**config.mk**
```make
export PLATFORM = sky130hd
export DESIGN_NAME = l2_round_robin_arbiter
export DESIGN_NICKNAME = d
export VERILOG_FILES = /design/src/rtl/l2_round_robin_arbiter_pkg.sv /design/src/rtl/l2_rr_pick.sv /design/src/rtl/l2_round_robin_arbiter.sv
export SDC_FILE = /design/constraint.sdc
export NUM_CORES = 1
export LEC_CHECK = 0
export CORE_UTILIZATION = 50
export DETAILED_ROUTE_END_ITERATION = 6
export GPL_TIMING_DRIVEN = 0
export PLACE_DENSITY_LB_ADDON = 0.08
export REMOVE_ABC_BUFFERS = 1
export SKIP_CTS_REPAIR_TIMING = 1
export SYNTH_ARGS = -nofsm -noshare
export SYNTH_HDL_FRONTEND = slang
export SYNTH_HIERARCHICAL = 1
export SYNTH_SLANG_ARGS = --single-unit
```
**constraint.sdc**
```tcl
create_clock -name clk -period 5.12 [get_ports clk]
set_input_delay 0.768 -clock clk [delete_from_list [all_inputs] [get_ports clk]]
set_output_delay 0.768 -clock clk [all_outputs]
set_load 0.02 [all_outputs]
```
**src/rtl/l2_round_robin_arbiter_pkg.sv**
```systemverilog
// Shared L2 arbitration constants and types.
package l2_config_and_types;

    localparam int unsigned L2_NUM_PORTS  = 4;
    localparam int unsigned L2_PORT_IDX_W = $clog2(L2_NUM_PORTS);

    typedef logic [L2_PORT_IDX_W-1:0] l2_port_index_t;

    typedef enum logic {
        ARB_IDLE    = 1'b0,
        ARB_GRANTED = 1'b1
    } arb_state_t;

endpackage

```
**src/rtl/l2_rr_pick.sv**
```systemverilog
// Round-robin pick: first set request at or after ptr, wrapping, via a doubled request vector.
module l2_rr_pick
    import l2_config_and_types::*;
#(
    parameter  int unsigned NUM_PORTS = L2_NUM_PORTS,
    localparam int unsigned IDX_W     = $clog2(NUM_PORTS)
) (
    input  logic [NUM_PORTS-1:0] requests,
    input  logic [IDX_W-1:0]     ptr,
    output logic [IDX_W-1:0]     pick_i_c,
    output logic [NUM_PORTS-1:0] pick_v_c,
    output logic                 pick_any_c
);

    localparam int unsigned DBL_W = $clog2(2 * NUM_PORTS);

    logic [2*NUM_PORTS-1:0] doubled;
    logic [DBL_W-1:0]       pos;

    assign doubled = {requests, requests};

    // Scan NUM_PORTS positions starting at ptr; the upper copy handles the wrap.
    always_comb begin
        pick_i_c   = '0;
        pick_any_c = 1'b0;
        pos        = '0;
        for (int unsigned j = 0; j < NUM_PORTS; j++) begin
            pos = DBL_W'(ptr) + DBL_W'(j);
            if (!pick_any_c && doubled[pos]) begin
                pick_any_c = 1'b1;
                pick_i_c   = (pos >= DBL_W'(NUM_PORTS)) ? IDX_W'(pos - DBL_W'(NUM_PORTS))
                                                        : IDX_W'(pos);
            end
        end
    end

    // One-hot form of the pick, zero when nothing requests.
    always_comb begin
        pick_v_c = '0;
        if (pick_any_c) begin
            pick_v_c = NUM_PORTS'(1) << pick_i_c;
        end
    end

endmodule

```
**src/rtl/l2_round_robin_arbiter.sv**
```systemverilog
// Round-robin L2 arbiter responder: registered grant held until strobed.
module l2_round_robin_arbiter
    import l2_config_and_types::*;
#(
    parameter  int unsigned NUM_PORTS = L2_NUM_PORTS,
    localparam int unsigned IDX_W     = $clog2(NUM_PORTS)
) (
    input  logic                 clk,
    input  logic                 rst_n,
    input  logic [NUM_PORTS-1:0] requests,
    input  logic                 strobe,
    output logic [IDX_W-1:0]     grantee_i,
    output logic [NUM_PORTS-1:0] grantee_v,
    output logic                 grantee_valid
);

    if (NUM_PORTS < 2) begin : g_bad_num_ports
        $error("l2_round_robin_arbiter: NUM_PORTS must be at least 2");
    end

    arb_state_t           state;
    logic [IDX_W-1:0]     ptr;
    logic [IDX_W-1:0]     ptr_after_c;
    logic [IDX_W-1:0]     ptr_sel_c;
    logic                 consume_c;
    logic [IDX_W-1:0]     pick_i_c;
    logic [NUM_PORTS-1:0] pick_v_c;
    logic                 pick_any_c;

    // Pointer after a consumed grant: the port after the grantee, so the grantee drops to lowest priority.
    always_comb begin
        consume_c   = (state == ARB_GRANTED) && strobe;
        ptr_after_c = (grantee_i == IDX_W'(NUM_PORTS - 1)) ? '0 : grantee_i + IDX_W'(1);
        ptr_sel_c   = consume_c ? ptr_after_c : ptr;
    end

    l2_rr_pick #(
        .NUM_PORTS (NUM_PORTS)
    ) u_pick (
        .requests   (requests),
        .ptr        (ptr_sel_c),
        .pick_i_c   (pick_i_c),
        .pick_v_c   (pick_v_c),
        .pick_any_c (pick_any_c)
    );

    // Grant FSM: take a pick in IDLE, hold while GRANTED, re-pick or drop on strobe.
    always_ff @(posedge clk or negedge rst_n) begin
        if (!rst_n) begin
            state         <= ARB_IDLE;
            ptr           <= '0;
            grantee_i     <= '0;
            grantee_v     <= '0;
            grantee_valid <= 1'b0;
        end else begin
            case (state)
                ARB_IDLE: begin
                    if (pick_any_c) begin
                        grantee_i     <= pick_i_c;
                        grantee_v     <= pick_v_c;
                        grantee_valid <= 1'b1;
                        state         <= ARB_GRANTED;
                    end
                end
                ARB_GRANTED: begin
                    if (consume_c) begin
                        ptr <= ptr_after_c;
                        if (pick_any_c) begin
                            grantee_i <= pick_i_c;
                            grantee_v <= pick_v_c;
                        end else begin
                            grantee_v     <= '0;
                            grantee_valid <= 1'b0;
                            state         <= ARB_IDLE;
                        end
                    end
                end
                default: begin
                    state <= ARB_IDLE;
                end
            endcase
        end
    end

endmodule

```
==> results of run 1 <==
## stage by stage
stage / hold slack, ps / std cells
detailed placement: 465.9 / 95
floorplan: 442.3 / 67
global placement: 454.0 / 95
CTS: 481.1 / 99
finish: 476.9 / 99
global route: 520.7 / 99
## synthesized netlist by cell type, types with 2 or more instances
library cell,instances
o221a_2,2
o31ai_1,2
inv_1,4
a32oi_1,4
o21ai_0,8
mux2_4,2
buf_6,2
nor2_1,6
mux2i_1,5
dfrtp_1,10
mux2_2,2
a21oi_1,6
nand2_1,3
## final timing paths
check                        startpoint            to  slack (ps)  cells after the start
max                              strobe  grantee_v[0]        2090                      8
min                              ptr[0]        ptr[0]         480                      2
max reg2reg                grantee_i[0]  grantee_v[0]        2780                      7
min reg2reg                      ptr[0]        ptr[0]         480                      2
max in group asynchronous         rst_n  grantee_i[1]        4000                      1
min in group asynchronous         rst_n         state         810                      1
## cell type report
cell class / instances / area [um^2]
Multi-Input combinational cell: 53 / 397.9
Clock buffer: 4 / 36.28
Inverter: 4 / 15.01
Timing Repair Buffer: 13 / 130.1
Fill cell: 107 / 452.9
Tap cell: 15 / 18.77
Sequential cell: 10 / 250.2
## sequential cells by signal (all words and copies together), names as in the netlist
name	flops
grantee_i	2
grantee_v	4
grantee_valid	1
ptr	2
state	1
## metal layers
metal | global-route usage | up-vias | share of wire
li1 | - | 293 | -
met1 | 0.2708 | 276 | 0.47
met2 | 0.2992 | 18 | 0.47
met3 | 0.06818 | 0 | 0.067
met4 | 0.05172 | 0 | 0
met5 | 0 | - | 0
## where the power goes
| part | internal, mW | switching (mW) | total [mW] |
|---|---|---|---|
| Sequential | 0.108 | 0.0201 | 0.128 |
| Combinational | 0.116 | 0.115 | 0.232 |
| Clock | 0.0432 | 0.0281 | 0.0712 |
| Total | 0.267 | 0.163 | 0.431 |
## cell families after synthesis
family                   share of synthesized area
flip-flops                                  0.3559
multiplexers                                0.1459
adder cells (fa/ha/maj)                    0.01779
buffers and inverters                      0.07827
AO/OA/AOI/OAI                               0.2758
AND/OR/NAND/NOR                             0.1263
## critical path: stages
cell and delay, ps:
clkdlybuf4s50_1 650, nand2_1 200, o31ai_1 670, inv_1 200, a22o_1 240, and2_1 170
a32oi_1 160, o21ai_0 110
==> summary.txt, run 1 <==
Setup path
  – Crit Path Category: primary input to flop
  – Crit Path Max Fanout: 7
  – Data required, critical path: 5260 ps
  – Worst Setup End Kind: flop
  – CP arrival: 3170 ps
  – Crit path launch type: primary input

Layout
  – N_diodes: 0
  – Area Overhead vs Synth: 20.64%
  – Final Core Density: 0.6519
  – Non-Filler Cell Area, Final: 848.3 um^2
  – Most common cell after layout, fill and taps aside: clkdlybuf4s50_1
  – Most frequent cells in the layout: 13 x clkdlybuf4s50_1, 10 x dfrtp_1, 8 x o21ai_0, 6 x nor2_1, 6 x a21oi_1
  – # nets final: 93
  – Layout cells sized above 1: 0.1667

Power and ir drop
  – P per Cell Area: 507.8 nW/um^2
  – Leakage: 0.3934 nW
  – Max IR drop VDD: 373.5 uV
  – Power, Total: 0.4308 mW

Job
  – Max-cap violations: 0

Yosys
  – Post-synth top area share: 0.3559
  – Synth warn: 6
  – Synth Flop Type: dfrtp_1
  – Register bit total from synthesis: 10
  – Ranking of synthesized cells by area: dfrtp_1 36%, mux2i_1 7.1%, o21ai_0 5.7%
  – Area leader, netlist: dfrtp_1
  – Mean Syn Cell Area: 9.766 um^2
  – Number of synthesized flops with an enable pin: 0
  – Mapped Area: 703.2 um^2
  – Post-synth ARST share: 1.000
  – Synth cell types: 29
  – Gate Count Post-Synth: 72
  – Seq/Total Area, Yosys: 0.3559

Floorplanning
  – Die area: 1560 um^2
  – Rows: 13
  – Die Span Y: 39.50 um
  – Starting Density: 0.5404
  – CORE AREA: 1301 um^2
  – Boundary Pins: 14
  – Die X: 39.50 um

Clock network
  – Clk root buf: clkbuf_4
  – CTS tree: yes
  – Worst-skew pair later-pin latency: 270 ps
  – H-tree level count: 1
  – Sink Count: 10
  – CTS max path bufs: 2
  – CTS Buf Count: 3
  – Worst-path clk slew: 60 ps

Global routing
  – Vias in the first global route: 423
  – Antenna violations before repair: 0
  – Tot GR Track Use: 0.1993
  – First-pass GRT wire length: 2001 um
  – Total grt overflow: 0
  – Largest net degree at the start of global routing: 13

Route
  – Drt initial violations: 20
  – DRC viols: 0
  – Final wirelength: 1369 um
  – Drt pass-1 iters: 4
  – Vias per cell: 5.929
  – WL per Instance: 13.83 um
  – ANT nets after route: 0
  – Vias post-DR: 587

Place
  – DP Wirelength: 994.1 um
  – Final Wtd Congestion: 0.6883
  – IO Port Bufs: 13
  – Placement Cell Area: 812.0 um^2
  – Post-Place Setup Slack: 1797 ps

STA
  – Worst slew margin: 0.4793
  – PnR worst setup slack: 2089 ps
  – Clock Skews: 7.013 ps
  – Maximum clock frequency: 329.9 MHz
  – Worst-Margin Slew: 774.4 ps
  – Fin crit share: 0.5921
  – Setup TNS: 0 ps
  – Post-layout min period: 3031 ps
  – Unrepaired setup endpoints after global routing: no
  – Final Max Tran Viols: 0
  – Hold Fails Final Rpt: 0
  – Setup Viol. Count Final: 0

Min path
  – Hold Path Class: flop to flop

Outcome
  – Status: finished clean
(Power assumes the default switching activity.)
==> run 2, diff against run 1 <==
CORE_UTILIZATION = 49   (was 50)
clock period = 2.8 ns   (was 5.12 ns; I/O delays follow)
==> run 2 against run 1 <==
  * Final cell count is the same
  * First-iteration DRC count is 15% lower
  * Critical path depth fell by 1
  * Non-clock buffer count did not move
  * Cell area up 0.59%
  * Via count is 1.9% higher
  * Hold slack got worse by 5.7 ps
  * Clock skew fell by 5.0 ps
  * Sequential power rose by 84%
  * Critical path type unchanged
  * Critical endpoint is now grantee_i[1]
==> summary.txt, run 2 (synthesis gave the netlist of run 1 again) <==
Outcome
  – Status: finished clean

Place
  – DP Wirelength: 964 um (-3.0%)
  – Post-Place Setup Slack: -137.8 ps (-1934 ps)
  – Placed cells: 95 (unchanged)
  – IO Port Bufs: 13 (unchanged)
  – Final Wtd Congestion: 0.7238 (+5.2%)

STA
  – Maximum clock frequency: 401.4 MHz
  – Post-layout min period: 2491 ps
  – Setup TNS: 0 ps (unchanged)
  – Final Max Tran Viols: 0 (unchanged)
  – Worst-Margin Slew: 534.3 ps (-240.1 ps)
  – Setup Viol. Count Final: 0 (unchanged)
  – Fin crit share: 0.8898
  – Hold slack: 471.2 ps (-5.716 ps)
  – Clock Skews: 1.999 ps (-5.013 ps)
  – Hold Fails Final Rpt: 0 (unchanged)
  – Unrepaired setup endpoints after global routing: no
  – Worst slew margin: 0.6416 (+0.1623)
  – PnR worst setup slack: 308.5 ps (-1780 ps)

Floorplanning
  – Die Span Y: 39.88 um (+0.96%)
  – Starting Density: 0.5337 (-0.006672)
  – CORE AREA: 1318 um^2 (+1.2%)
  – Boundary Pins: 14 (unchanged)
  – Die X: 39.88 um (+0.96%)
  – Die area: 1590 um^2 (+1.9%)
  – Rows: 13 (unchanged)

Clock network
  – Worst-skew pair later-pin latency: 260 ps (about the same)
  – Clk root buf: clkbuf_4
  – CTS tree: yes
  – CTS max path bufs: 2 (unchanged)
  – Worst-path clk slew: 70 ps (about the same)
  – H-tree level count: 1 (unchanged)
  – Sink Count: 10 (unchanged)
  – CTS Buf Count: 3 (unchanged)

Setup path
  – Crit Path Category: primary input to flop
  – Crit path launch type: primary input
  – Crit Path Max Fanout: 7 (unchanged)
  – Critical-path top delay cell: clkdlybuf4s50_1
  – Crit path largest cell delay: 660 ps (about the same)
  – Data required, critical path: 2950 ps (-2310 ps)
  – Worst Setup End Kind: flop
  – CP arrival: 2640 ps (-530 ps)
  – Critical path cell sequence: clkdlybuf4s50_1, nand2_1, o31ai_2, inv_1, o21ai_0, o2bb2a_1, mux2_4

Route
  – DRC viols: 0 (unchanged)
  – Drt initial violations: 17 (-15%)
  – Drt pass-1 iters: 6 (+2)
  – Final wirelength: 1358 um (-0.80%)
  – Vias post-DR: 598 (+1.9%)
  – ANT nets after route: 0 (unchanged)
  – WL per Instance: 13.72 um (-0.80%)
  – Vias per cell: 6.040 (+1.9%)

Layout
  – Largest register FFs: 4 (unchanged)
  – Non-Filler Instances: 99 (unchanged)
  – Most common cell after layout, fill and taps aside: clkdlybuf4s50_1
  – # nets final: 93 (unchanged)
  – Area Overhead vs Synth: 21.35%
  – Top flop regs: grantee_v (4), grantee_i (2), ptr (2)
  – Layout cells sized above 1: 0.1786 (+0.01190)
  – Fillers: 116 (+8.4%)
  – Most frequent cells in the layout: 13 x clkdlybuf4s50_1, 10 x dfrtp_1, 8 x o21ai_0, 6 x nor2_1, 6 x a21oi_1
  – N_diodes: 0 (unchanged)
  – Most flops, register: grantee_v

Global routing
  – First-pass GRT wire length: 1994 um (-0.35%)
  – Vias in the first global route: 445 (+5.2%)
  – Tot GR Track Use: 0.1950 (-0.004244)
  – Largest net degree at the start of global routing: 13 (unchanged)
  – Antenna violations before repair: 0 (unchanged)
  – Total grt overflow: 0 (unchanged)

Job
  – Max-cap violations: 0 (unchanged)

Power and ir drop
  – P per Cell Area: 928.1 nW/um^2 (+83%)
  – Max IR drop VDD: 661.5 uV (+77%)
  – Power, Total: 0.7919 mW (+84%)
  – Leakage: 0.3951 nW (+0.45%)

Min path
  – Hold Path Class: primary input to asynchronous set/reset pin
## run 2: worst max-delay path: cells and delay by family
| kind | cells | cell delay (ps) |
|---|---|---|
| mux | 1 | 260 |
| buf+inv | 2 | 830 |
| simple gates | 1 | 210 |
| compound gates | 3 | 920 |
## run 2: path summary, 6_finish.rpt
check                                   from            end  slack (ps)  depth (start not counted)
worst max-delay path                  strobe   grantee_i[1]         310                          7
worst min-delay path                   rst_n  grantee_valid         470                          1
worst max register to register  grantee_i[0]   grantee_i[1]         630                          6
worst min register to register        ptr[0]         ptr[0]         500                          2
max in group asynchronous              rst_n   grantee_i[1]        2020                          1
min in group clk                      ptr[0]         ptr[0]         500                          2
## run 2: final cells by class
cell class | count | area [um^2] | area share
inverters | 4 | 15.01 | 0.01760
flip-flops and latches | 10 | 250.2 | 0.2933
well taps | 15 | 18.77 | 0.02199
repair buffers | 13 | 130.1 | 0.1525
multi-input cells | 53 | 402.9 | 0.4721
clock buffers | 4 | 36.28 | 0.04252
## run 2: routing by layer
metal,track usage,vias up,part of all wire
li1,-,296,-
met1,0.2762,283,0.50
met2,0.2742,17,0.45
met3,0.06818,2,0.049
met4,0.05172,0,0.0029
met5,0,-,0
## run 2: power by group
part | switching, mW | internal, mW | leakage [nW]
clock | 0.0494 | 0.0790 | 0.0210
sequential | 0.0391 | 0.197 | 0.122
combinational | 0.211 | 0.216 | 0.252
total | 0.300 | 0.492 | 0.395
## run 2: through the flow
step           cell area (um^2)  utilization
2_1_floorplan             663.1            -
3_3_place_gp              812.0       0.6163
3_5_place_dp              812.0       0.6163
4_1_cts                   848.3       0.6439
5_1_grt                   853.3       0.6477
6_report                  853.3       0.6477
==> run 3, diff against run 2 <==
MAX_ROUTING_LAYER = met4   (was not set)
==> run 3 against run 2 <==
  * Register-to-register slack about the same
  * First-iteration DRC count rose by 5.9%
  * Cell area is the same
  * Sequential cell count stayed put
  * Count of clock-buffer cells in the layout unchanged
  * Final cell count unchanged
  * Clock power about the same
  * Sequential share of layout area stayed put
  * Routed wire length fell by 0.44%
  * Clock skew hardly changed
  * Hold slack barely moved
  * Sequential power hardly changed
==> summary.txt, run 3 (synthesis gave the netlist of run 1 again) <==
Clock network
  – Clk root buf: clkbuf_4
  – CTS max path bufs: 2 (unchanged)
  – Sink Count: 10 (unchanged)
  – H-tree level count: 1 (unchanged)
  – CTS Buf Count: 3 (unchanged)
  – Worst-path clk slew: 70 ps (about the same)
  – CTS tree: yes
  – Worst-skew pair later-pin latency: 260 ps (about the same)

STA
  – Setup Viol. Count Final: 0 (unchanged)
  – Hold Fails Final Rpt: 0 (unchanged)
  – Unrepaired setup endpoints after global routing: no
  – Worst slew margin: 0.6417 (about the same)
  – Clock Skews: 2.030 ps (+0.03031 ps)
  – Fin crit share: 0.8865 (-0.003306)
  – Final Max Tran Viols: 0 (unchanged)
  – PnR worst setup slack: 317.8 ps (+9.258 ps)
  – Post-layout min period: 2482 ps (-9.258 ps)
  – Worst-Margin Slew: 534.3 ps (-0.04208 ps)
  – Maximum clock frequency: 402.9 MHz (+0.37%)

Setup path
  – Crit path buf inv count: 2 (unchanged)
  – Worst path top cell family by delay: compound AO/OA/AOI/OAI gates
  – CP arrival: 2630 ps (about the same)
  – Crit Path Max Fanout: 7 (unchanged)
  – Worst Setup End Kind: flop
  – Critical path cell sequence: clkdlybuf4s50_1, nand2_1, o31ai_2, inv_1, o21ai_0, o2bb2a_1, mux2_4
  – Crit path launch type: primary input
  – Critical-path top delay cell: clkdlybuf4s50_1
  – Crit Path Category: primary input to flop
  – Data required, critical path: 2950 ps (about the same)
  – Crit path largest cell delay: 660 ps (about the same)
  – Setup slack, reg-to-reg: 640 ps (about the same)

Outcome
  – Status: finished clean

Global routing
  – Antenna violations before repair: 0 (unchanged)
  – Total grt overflow: 0 (unchanged)
  – Tot GR Track Use: 0.1985 (+0.003512)
  – Vias in the first global route: 447 (+0.45%)
  – First-pass GRT wire length: 1980 um (-0.70%)
  – Largest net degree at the start of global routing: 13 (unchanged)

Place
  – Placement Cell Area: 812.0 um^2 (unchanged)
  – IO Port Bufs: 13 (unchanged)
  – Post-Place Setup Slack: -137.8 ps (unchanged)
  – Final Wtd Congestion: 0.7323 (+1.2%)
  – DP Wirelength: 964 um (unchanged)

Route
  – WL per Instance: 13.66 um (-0.44%)
  – ANT nets after route: 0 (unchanged)
  – Drt pass-1 iters: 6 (unchanged)
  – Vias post-DR: 598 (unchanged)
  – Final wirelength: 1352 um (-0.44%)
  – Drt initial violations: 18 (+1)
  – DRC viols: 0 (unchanged)
  – Vias per cell: 6.040 (unchanged)

Min path
  – Hold Path Class: primary input to asynchronous set/reset pin

Floorplanning
  – CORE AREA: 1318 um^2 (unchanged)
  – Starting Density: 0.5337 (unchanged)
  – Boundary Pins: 14 (unchanged)
  – Rows: 13 (unchanged)
  – Die X: 39.88 um (unchanged)
  – Die area: 1590 um^2 (unchanged)
  – Die Span Y: 39.88 um (unchanged)

Job
  – Max-cap violations: 0 (unchanged)

Layout
  – Non-Filler Cell Area, Final: 853.3 um^2 (unchanged)
  – Final Core Density: 0.6477 (unchanged)
  – Fillers: 116 (unchanged)
  – # nets final: 93 (unchanged)
  – Most frequent cells in the layout: 13 x clkdlybuf4s50_1, 10 x dfrtp_1, 8 x o21ai_0, 6 x nor2_1, 6 x a21oi_1
  – Most common cell after layout, fill and taps aside: clkdlybuf4s50_1
  – Top flop regs: grantee_v (4), grantee_i (2), ptr (2)
  – Area Overhead vs Synth: 21.35% (unchanged)
  – Layout cells sized above 1: 0.1786 (unchanged)
  – Largest register FFs: 4 (unchanged)
  – Most flops, register: grantee_v
  – N_diodes: 0 (unchanged)

Power and ir drop
  – Power, Total: 0.7915 mW (about the same)
  – Max IR drop VDD: 659.9 uV (-0.24%)
  – Leakage: 0.3951 nW (unchanged)
  – P per Cell Area: 927.5 nW/um^2 (about the same)
## run 3: cell counts in the layout (fill, tap and decap cells not counted)
No cell type changed its count.
## run 3: stage by stage
stage | std cells | setup TNS [ps] | hold WS, ps
floorplan | 67 | 0 | 124.4
global placement | 95 | -145.0 | 454.3
detailed placement | 95 | -284.6 | 469.1
CTS | 99 | 0 | 473.0
global route | 99 | 0 | 497.6
finish | 99 | 0 | 471.1
## run 3: area by class of cell
| type | instances | area [um^2] | share of cell area |
|---|---|---|---|
| Multi-Input combinational cell | 53 | 402.9 | 0.4721 |
| Sequential cell | 10 | 250.2 | 0.2933 |
| Timing Repair Buffer | 13 | 130.1 | 0.1525 |
| Clock buffer | 4 | 36.28 | 0.04252 |
| Tap cell | 15 | 18.77 | 0.02199 |
| Inverter | 4 | 15.01 | 0.01760 |
## run 3: power by group
part           leakage, nW  switching (mW)  internal (mW)
clock               0.0210          0.0495         0.0790
combinational        0.252           0.211          0.216
sequential           0.122          0.0386          0.197
## run 3: routing by layer
metal	part of all wire	up-vias	track usage
met2	0.45	17	0.2742
met3	0.050	2	0.06818
li1	-	296	-
met1	0.50	283	0.2727
met4	0.0030	0	0.05172
met5	0	-	-
## run 3: worst reg2reg max path: stages, from the launching register on
cell      delay (ps)
dfrtp_1          430
ha_1             240
o31ai_2          520
inv_1            170
o21ai_0          200
o2bb2a_1         230
mux2_4           260
## run 3: path summary, 6_finish.rpt
| check | end | start | cells after the start |
|---|---|---|---|
| min in group clk | ptr[0] | ptr[0] | 2 |
| worst max register to register | grantee_i[1] | grantee_i[0] | 6 |
| worst min-delay path | grantee_valid | rst_n | 1 |
| max in group asynchronous | grantee_i[1] | rst_n | 1 |
| worst min register to register | ptr[0] | ptr[0] | 2 |
| worst max-delay path | grantee_i[1] | strobe | 7 |
